`src/rtl/bus_arbiter_pkg.sv`:
```
// rtl/bus_arbiter_pkg.sv - grant encodings, state encoding and address width for bus_arbiter
package bus_arbiter_pkg;

    // Serial slave address width (bits shifted in per connection).
    localparam int SLAVE_ADDR_W = 2;

    // Master grant encodings; 2'b11 is never driven.
    localparam logic [1:0] BUS_GRANT_NONE = 2'b00;
    localparam logic [1:0] BUS_GRANT_M1   = 2'b01;
    localparam logic [1:0] BUS_GRANT_M2   = 2'b10;

    // Slave grant encodings: {slave_id, connected}.
    localparam logic [2:0] SLAVE_GRANT_NONE = 3'b000;
    localparam logic [2:0] SLAVE_GRANT_S1   = 3'b011;
    localparam logic [2:0] SLAVE_GRANT_S2   = 3'b101;
    localparam logic [2:0] SLAVE_GRANT_S3   = 3'b111;

    // Arbiter states.
    typedef enum logic [1:0] {
        ST_IDLE     = 2'd0,
        ST_ADDR     = 2'd1,
        ST_CONNECT  = 2'd2,
        ST_WAIT_REL = 2'd3
    } arb_state_e;

    // Map a captured slave address onto the slave grant bus.
    function automatic logic [2:0] slave_grant_of(input logic [SLAVE_ADDR_W-1:0] addr);
        case (addr)
            2'b01:   return SLAVE_GRANT_S1;
            2'b10:   return SLAVE_GRANT_S2;
            2'b11:   return SLAVE_GRANT_S3;
            default: return SLAVE_GRANT_NONE;
        endcase
    endfunction

endpackage

```
`src/rtl/bus_arbiter_timeout_cnt.sv`:
```
// rtl/bus_arbiter_timeout_cnt.sv - arb_timeout_cnt: slave-not-ready counter with terminal-count pulse
module arb_timeout_cnt #(
    parameter int TIMEOUT = 255,
    parameter int CNT_W   = 8
) (
    input  logic clk,
    input  logic rstn,
    input  logic clr_i,
    input  logic en_i,
    output logic tc_o
);

    // Terminal value: the count of earlier not-ready cycles when the current one is the last allowed.
    localparam logic [CNT_W-1:0] TC_VAL = CNT_W'(TIMEOUT - 1);

    logic [CNT_W-1:0] cnt_q;
    logic [CNT_W-1:0] cnt_d;

    // tc fires on the cycle that makes the consecutive not-ready run reach TIMEOUT.
    assign tc_o = en_i && !clr_i && (cnt_q == TC_VAL);

    // Next count: clear wins, wrap to zero after the terminal cycle.
    always_comb begin
        cnt_d = cnt_q;
        if (clr_i || tc_o) begin
            cnt_d = '0;
        end else if (en_i) begin
            cnt_d = cnt_q + 1'b1;
        end
    end

    // Count register.
    always_ff @(posedge clk or negedge rstn) begin
        if (!rstn) begin
            cnt_q <= '0;
        end else begin
            cnt_q <= cnt_d;
        end
    end

endmodule

```
`src/rtl/bus_arbiter.sv`:
```
// rtl/bus_arbiter.sv - two-master three-slave serial bus arbiter; optional slave timeout via ARB_TIMEOUT_EN
module bus_arbiter
    import bus_arbiter_pkg::*;
#(
    parameter int TIMEOUT = 255,
    parameter int CNT_W   = 8
) (
    input  logic       clk,
    input  logic       rstn,
    input  logic       m1_req,
    input  logic       m2_req,
    input  logic       m1_addr,
    input  logic       m2_addr,
    input  logic       m1_addr_valid,
    input  logic       m2_addr_valid,
    input  logic       slave_ready_1,
    input  logic       slave_ready_2,
    input  logic       slave_ready_3,
    output logic [1:0] bus_grant,
    output logic [2:0] slave_grant,
    output logic       addr_err,
    output logic       arb_timeout
);

    arb_state_e state_q;
    logic [1:0] bus_grant_q;
    logic [2:0] slave_grant_q;
    logic       addr_err_q;
    logic       arb_timeout_q;
    logic       shift_cnt_q;   // 0: expecting first address bit, 1: expecting second
    logic       addr_hi_q;     // first (MSB) address bit
    logic       owner_q;       // master holding or last holding the bus: 0 = M1, 1 = M2
    logic       last_grant_q;  // round-robin memory: 0 = M1, 1 = M2

    logic       sel_req;
    logic       sel_addr;
    logic       sel_valid;
    logic       timeout_fire;

    // Only the owning master's request and address lines are observed.
    assign sel_req   = owner_q ? m2_req        : m1_req;
    assign sel_addr  = owner_q ? m2_addr       : m1_addr;
    assign sel_valid = owner_q ? m2_addr_valid : m1_addr_valid;

`ifdef ARB_TIMEOUT_EN
    logic sel_ready;
    logic cnt_clr;
    logic cnt_en;
    logic cnt_tc;

    // Ready of the slave currently selected by the connection.
    always_comb begin
        sel_ready = 1'b0;
        case (slave_grant_q[2:1])
            2'b01:   sel_ready = slave_ready_1;
            2'b10:   sel_ready = slave_ready_2;
            2'b11:   sel_ready = slave_ready_3;
            default: sel_ready = 1'b0;
        endcase
    end

    assign cnt_clr = (state_q != ST_CONNECT) || sel_ready;
    assign cnt_en  = (state_q == ST_CONNECT) && !sel_ready;

    arb_timeout_cnt #(
        .TIMEOUT (TIMEOUT),
        .CNT_W   (CNT_W)
    ) u_timeout_cnt (
        .clk   (clk),
        .rstn  (rstn),
        .clr_i (cnt_clr),
        .en_i  (cnt_en),
        .tc_o  (cnt_tc)
    );

    assign timeout_fire = cnt_tc;
`else
    logic [CNT_W-1:0] unused_tmo_cfg;
    logic             unused_ready;

    assign unused_tmo_cfg = CNT_W'(TIMEOUT);
    assign unused_ready   = slave_ready_1 ^ slave_ready_2 ^ slave_ready_3;
    assign timeout_fire   = 1'b0;
`endif

    // Arbitration FSM with all outputs registered; request drop takes priority over every other event.
    always_ff @(posedge clk or negedge rstn) begin
        if (!rstn) begin
            state_q       <= ST_IDLE;
            bus_grant_q   <= BUS_GRANT_NONE;
            slave_grant_q <= SLAVE_GRANT_NONE;
            addr_err_q    <= 1'b0;
            arb_timeout_q <= 1'b0;
            shift_cnt_q   <= 1'b0;
            addr_hi_q     <= 1'b0;
            owner_q       <= 1'b0;
            last_grant_q  <= 1'b1;
        end else begin
            addr_err_q    <= 1'b0;
            arb_timeout_q <= 1'b0;
            case (state_q)
                ST_IDLE: begin
                    shift_cnt_q <= 1'b0;
                    if (m1_req && m2_req) begin
                        owner_q      <= ~last_grant_q;
                        last_grant_q <= ~last_grant_q;
                        bus_grant_q  <= last_grant_q ? BUS_GRANT_M1 : BUS_GRANT_M2;
                        state_q      <= ST_ADDR;
                    end else if (m1_req) begin
                        owner_q     <= 1'b0;
                        bus_grant_q <= BUS_GRANT_M1;
                        state_q     <= ST_ADDR;
                    end else if (m2_req) begin
                        owner_q     <= 1'b1;
                        bus_grant_q <= BUS_GRANT_M2;
                        state_q     <= ST_ADDR;
                    end
                end
                ST_ADDR: begin
                    if (!sel_req) begin
                        bus_grant_q <= BUS_GRANT_NONE;
                        shift_cnt_q <= 1'b0;
                        state_q     <= ST_IDLE;
                    end else if (sel_valid) begin
                        if (!shift_cnt_q) begin
                            addr_hi_q   <= sel_addr;
                            shift_cnt_q <= 1'b1;
                        end else begin
                            shift_cnt_q <= 1'b0;
                            if ({addr_hi_q, sel_addr} == 2'b00) begin
                                addr_err_q  <= 1'b1;
                                bus_grant_q <= BUS_GRANT_NONE;
                                state_q     <= ST_WAIT_REL;
                            end else begin
                                slave_grant_q <= slave_grant_of({addr_hi_q, sel_addr});
                                state_q       <= ST_CONNECT;
                            end
                        end
                    end
                end
                ST_CONNECT: begin
                    if (!sel_req) begin
                        bus_grant_q   <= BUS_GRANT_NONE;
                        slave_grant_q <= SLAVE_GRANT_NONE;
                        state_q       <= ST_IDLE;
                    end else if (timeout_fire) begin
                        arb_timeout_q <= 1'b1;
                        bus_grant_q   <= BUS_GRANT_NONE;
                        slave_grant_q <= SLAVE_GRANT_NONE;
                        state_q       <= ST_WAIT_REL;
                    end
                end
                ST_WAIT_REL: begin
                    bus_grant_q   <= BUS_GRANT_NONE;
                    slave_grant_q <= SLAVE_GRANT_NONE;
                    if (!sel_req) begin
                        state_q <= ST_IDLE;
                    end
                end
                default: begin
                    state_q <= ST_IDLE;
                end
            endcase
        end
    end

    assign bus_grant   = bus_grant_q;
    assign slave_grant = slave_grant_q;
    assign addr_err    = addr_err_q;
    assign arb_timeout = arb_timeout_q;

endmodule

```
`config.mk`:
```
export PLATFORM = sky130hd
export DESIGN_NAME = bus_arbiter
export DESIGN_NICKNAME = d
export VERILOG_FILES = /design/src/rtl/bus_arbiter_pkg.sv /design/src/rtl/bus_arbiter_timeout_cnt.sv /design/src/rtl/bus_arbiter.sv
export SDC_FILE = /design/constraint.sdc
export NUM_CORES = 1
export LEC_CHECK = 0
export CAP_MARGIN = 25
export CORE_UTILIZATION = 40
export DETAILED_ROUTE_END_ITERATION = 6
export GPL_ROUTABILITY_DRIVEN = 0
export PLACE_DENSITY = 0.67
export SLEW_MARGIN = 25
export SYNTH_ARGS = -nofsm -noshare
export SYNTH_HDL_FRONTEND = slang
export SYNTH_SLANG_ARGS = --single-unit
```
`constraint.sdc`:
```
create_clock -name clk -period 4.15 [get_ports clk]
set_clock_uncertainty 0.1 [all_clocks]
set_input_delay 0.83 -clock clk [delete_from_list [all_inputs] [get_ports clk]]
set_output_delay 0.83 -clock clk [all_outputs]
set_load 0.05 [all_outputs]
```
==> metrics.cfg <==
[setup_path]
required_ns=3.22
crit_type=register to primary output
worstSetupEndpointType=primary output
path_cells=clkdlybuf4s50_1
cp.arrival_ns=1.44
cpPeakStageDelay_ns=0.81
reg2reg_slack_ns=2.46
path_buf_inv=1
cp_slowest_cell=clkdlybuf4s50_1
worstSetupStartpointType=register
cp_top_family=buffers and inverters
critPathMaxFanout=2

[die]
coreArea_sq_um=1560
die_w_um=43.6
start_util_pct=44.3
io_pins=18
fp-row-count=14
dieArea_sq_um=1900
fp.dieH_um=43.6

[finish]
antennaDiodeCount=0
finalCoreUtilization_pct=54.3
nNetsFinal=87
drive_gt1_share_pct=21.3
syn_to_final_growth_pct=22.5
fill_cells=140
final_common_cell=clkdlybuf4s50_1
final_cell_mix=clkdlybuf4s50_1, dfrtp_1, nor2_1, o21ai_0

[routing]
drt_wl_total_um=1300
final_antenna_net_count=0
viasPerCell=5.69
avgRoutedWirePerCell_um=14.3
dr_total_vias=518
first_pass_iters=5
drc_errors=0
drt_iter0_drc=8

[power]
power.density_nw_per_um2=743
peakVddDrop_v=0.000364
pwr-share-clk_pct=15.1
fin_total_pwr_uw=628
p_sw_uw=275
sw_frac_of_total_pct=43.8
p_leak_uw=0.000377
pwr-share-seq_pct=37.2
combPwrFrac_pct=47.7
power.internal_uw=353

[sta]
hold_viol_final=0
post-route-period-util_pct=57.1
setup_violations=0
clock.fmax_mhz=422
maxSlewHeadroom_pct=63.4
drv_slew=0
rsz0062_at_grt=false
period_needed_ns=2.37
tns_ns=0
worstMarginPinSlew_ns=0.547

[clock_network]
cts_buffer_depth=2
post_cts_resized=0
htreeDepth=1
cts_root_buffer=clkbuf_4
cts_buffers=3
clk_pin_slew_worst_paths_ns=0.08
post_cts_buffers=0
hold_buffers=0
cts_tree=done
clock_latency_ns=0.28
cts.sinks=12

[global_route]
grt_pass1_wl_um=2420
grt_overflow=0
track_usage_pct=17.9
grt_pass1_vias=534
grt_max_degree=13
antenna_found_initial=0

[synthesis]
ys_warn_count=0
seq_area_frac_synth_pct=43.7
syn_area_per_cell_sq_um=11.1
ys_ff_latch=12
syn_area_sq_um=691
postSynthCellCount=62
syn-num-nets=73
yosys.cell_types.count=36

[worst_hold_path]
min_path_type=register to register

[run_status]
status=finished clean

[placement]
hpwl_um=955
port_buffers=13

[run]
maxCapViolations=0

metal layers:
layer	vias up	routed length, um	global-route usage (%)
li1	250	-	-
met1	248	638	21.6
met2	15	563	27.8
met3	5	56	4.17
met4	0	42	13.1
met5	-	0	0
state kept, by name (all words and copies together) (netlist names):
signal,count
slave_grant,3
bus_grant,2
state_q,2
addr_err,1
addr_hi_q,1
last_grant_q,1
owner_q,1
shift_cnt_q,1
path summary, 6_finish.rpt:
check | depth (start not counted) | startpoint | endpoint
hold / removal | 1 | bus_grant[1] | bus_grant[1]
hold reg to reg | 1 | bus_grant[1] | bus_grant[1]
setup reg to reg | 4 | owner_q | bus_grant[1]
min in group asynchronous | 1 | rstn | slave_grant[1]
setup / recovery | 1 | slave_grant[1] | slave_grant[1]
max in group asynchronous | 1 | rstn | last_grant_q
final cells by class:
| class | instances | area [sq um] | area share [%] |
|---|---|---|---|
| clock buffer | 4 | 36.3 | 4.29 |
| inverter | 2 | 7.51 | 0.888 |
| multi-input combinational | 44 | 350 | 41.4 |
| sequential | 12 | 302 | 35.7 |
| tap | 16 | 20.0 | 2.37 |
| timing repair buffer | 13 | 130 | 15.4 |
synthesized netlist by cell type (all sizes together):
| cell type | n | share of area, % |
|---|---|---|
| a21oi | 3 | 2.2 |
| a2bb2oi | 1 | 1.3 |
| a31oi | 1 | 0.91 |
| a32o | 2 | 2.9 |
| and2b | 1 | 1.3 |
| and3 | 2 | 2.0 |
| and3b | 1 | 1.4 |
| buf | 4 | 4.5 |
| conb | 1 | 0.54 |
| dfrtp | 11 | 40 |
| dfstp | 1 | 3.8 |
| inv | 2 | 1.1 |
| mux2 | 3 | 6.0 |
| mux2i | 2 | 4.7 |
| nand2 | 3 | 1.6 |
| nand3b | 1 | 2.9 |
| nor2 | 6 | 3.3 |
| nor2b | 1 | 0.91 |
| nor3 | 2 | 2.2 |
| nor4 | 2 | 4.0 |
| o211a | 1 | 1.4 |
| o21a | 1 | 1.1 |
| o21ai | 4 | 2.9 |
| o21ba | 1 | 1.4 |
| o21bai | 1 | 1.1 |
| o221ai | 1 | 1.3 |
| o22ai | 1 | 0.91 |
| o2bb2ai | 1 | 1.3 |
| xor2 | 1 | 1.3 |
power groups by stage:
stage               sequential (uW)  combinational [uW]  clock [uW]
global route                    242                 323         105
floorplan                       276                 190           0
detailed placement              235                 300           0
CTS                             233                 301        96.9
global placement                234                 296           0
finish                          234                 300        94.7
cells by family (layout without fill, tap and decap cells):
logic type	count (synthesis)	in the layout	share of synthesized area, %
muxes	5	5	10.7
AOI/OAI and AO/OA	18	18	18.7
other	1	1	0.543
DFF	12	12	43.7
and+or+nand+nor	19	19	19.6
buffers and inverters	6	19	5.61
xor gates and xnor gates	1	1	1.27
stage by stage:
step / area (sq um) / std cells / hold WS, ns / setup WS [ns]
after floorplan: 691 / 62 / 0.413 / 2.35
after global placement: 810 / 87 / 0.376 / 1.61
after detailed placement: 810 / 87 / 0.388 / 1.59
after CTS: 846 / 91 / 0.408 / 1.77
after global routing: 846 / 91 / 0.426 / 1.73
final: 846 / 91 / 0.403 / 1.78
Note: power is estimated with default switching activity, not from simulation.
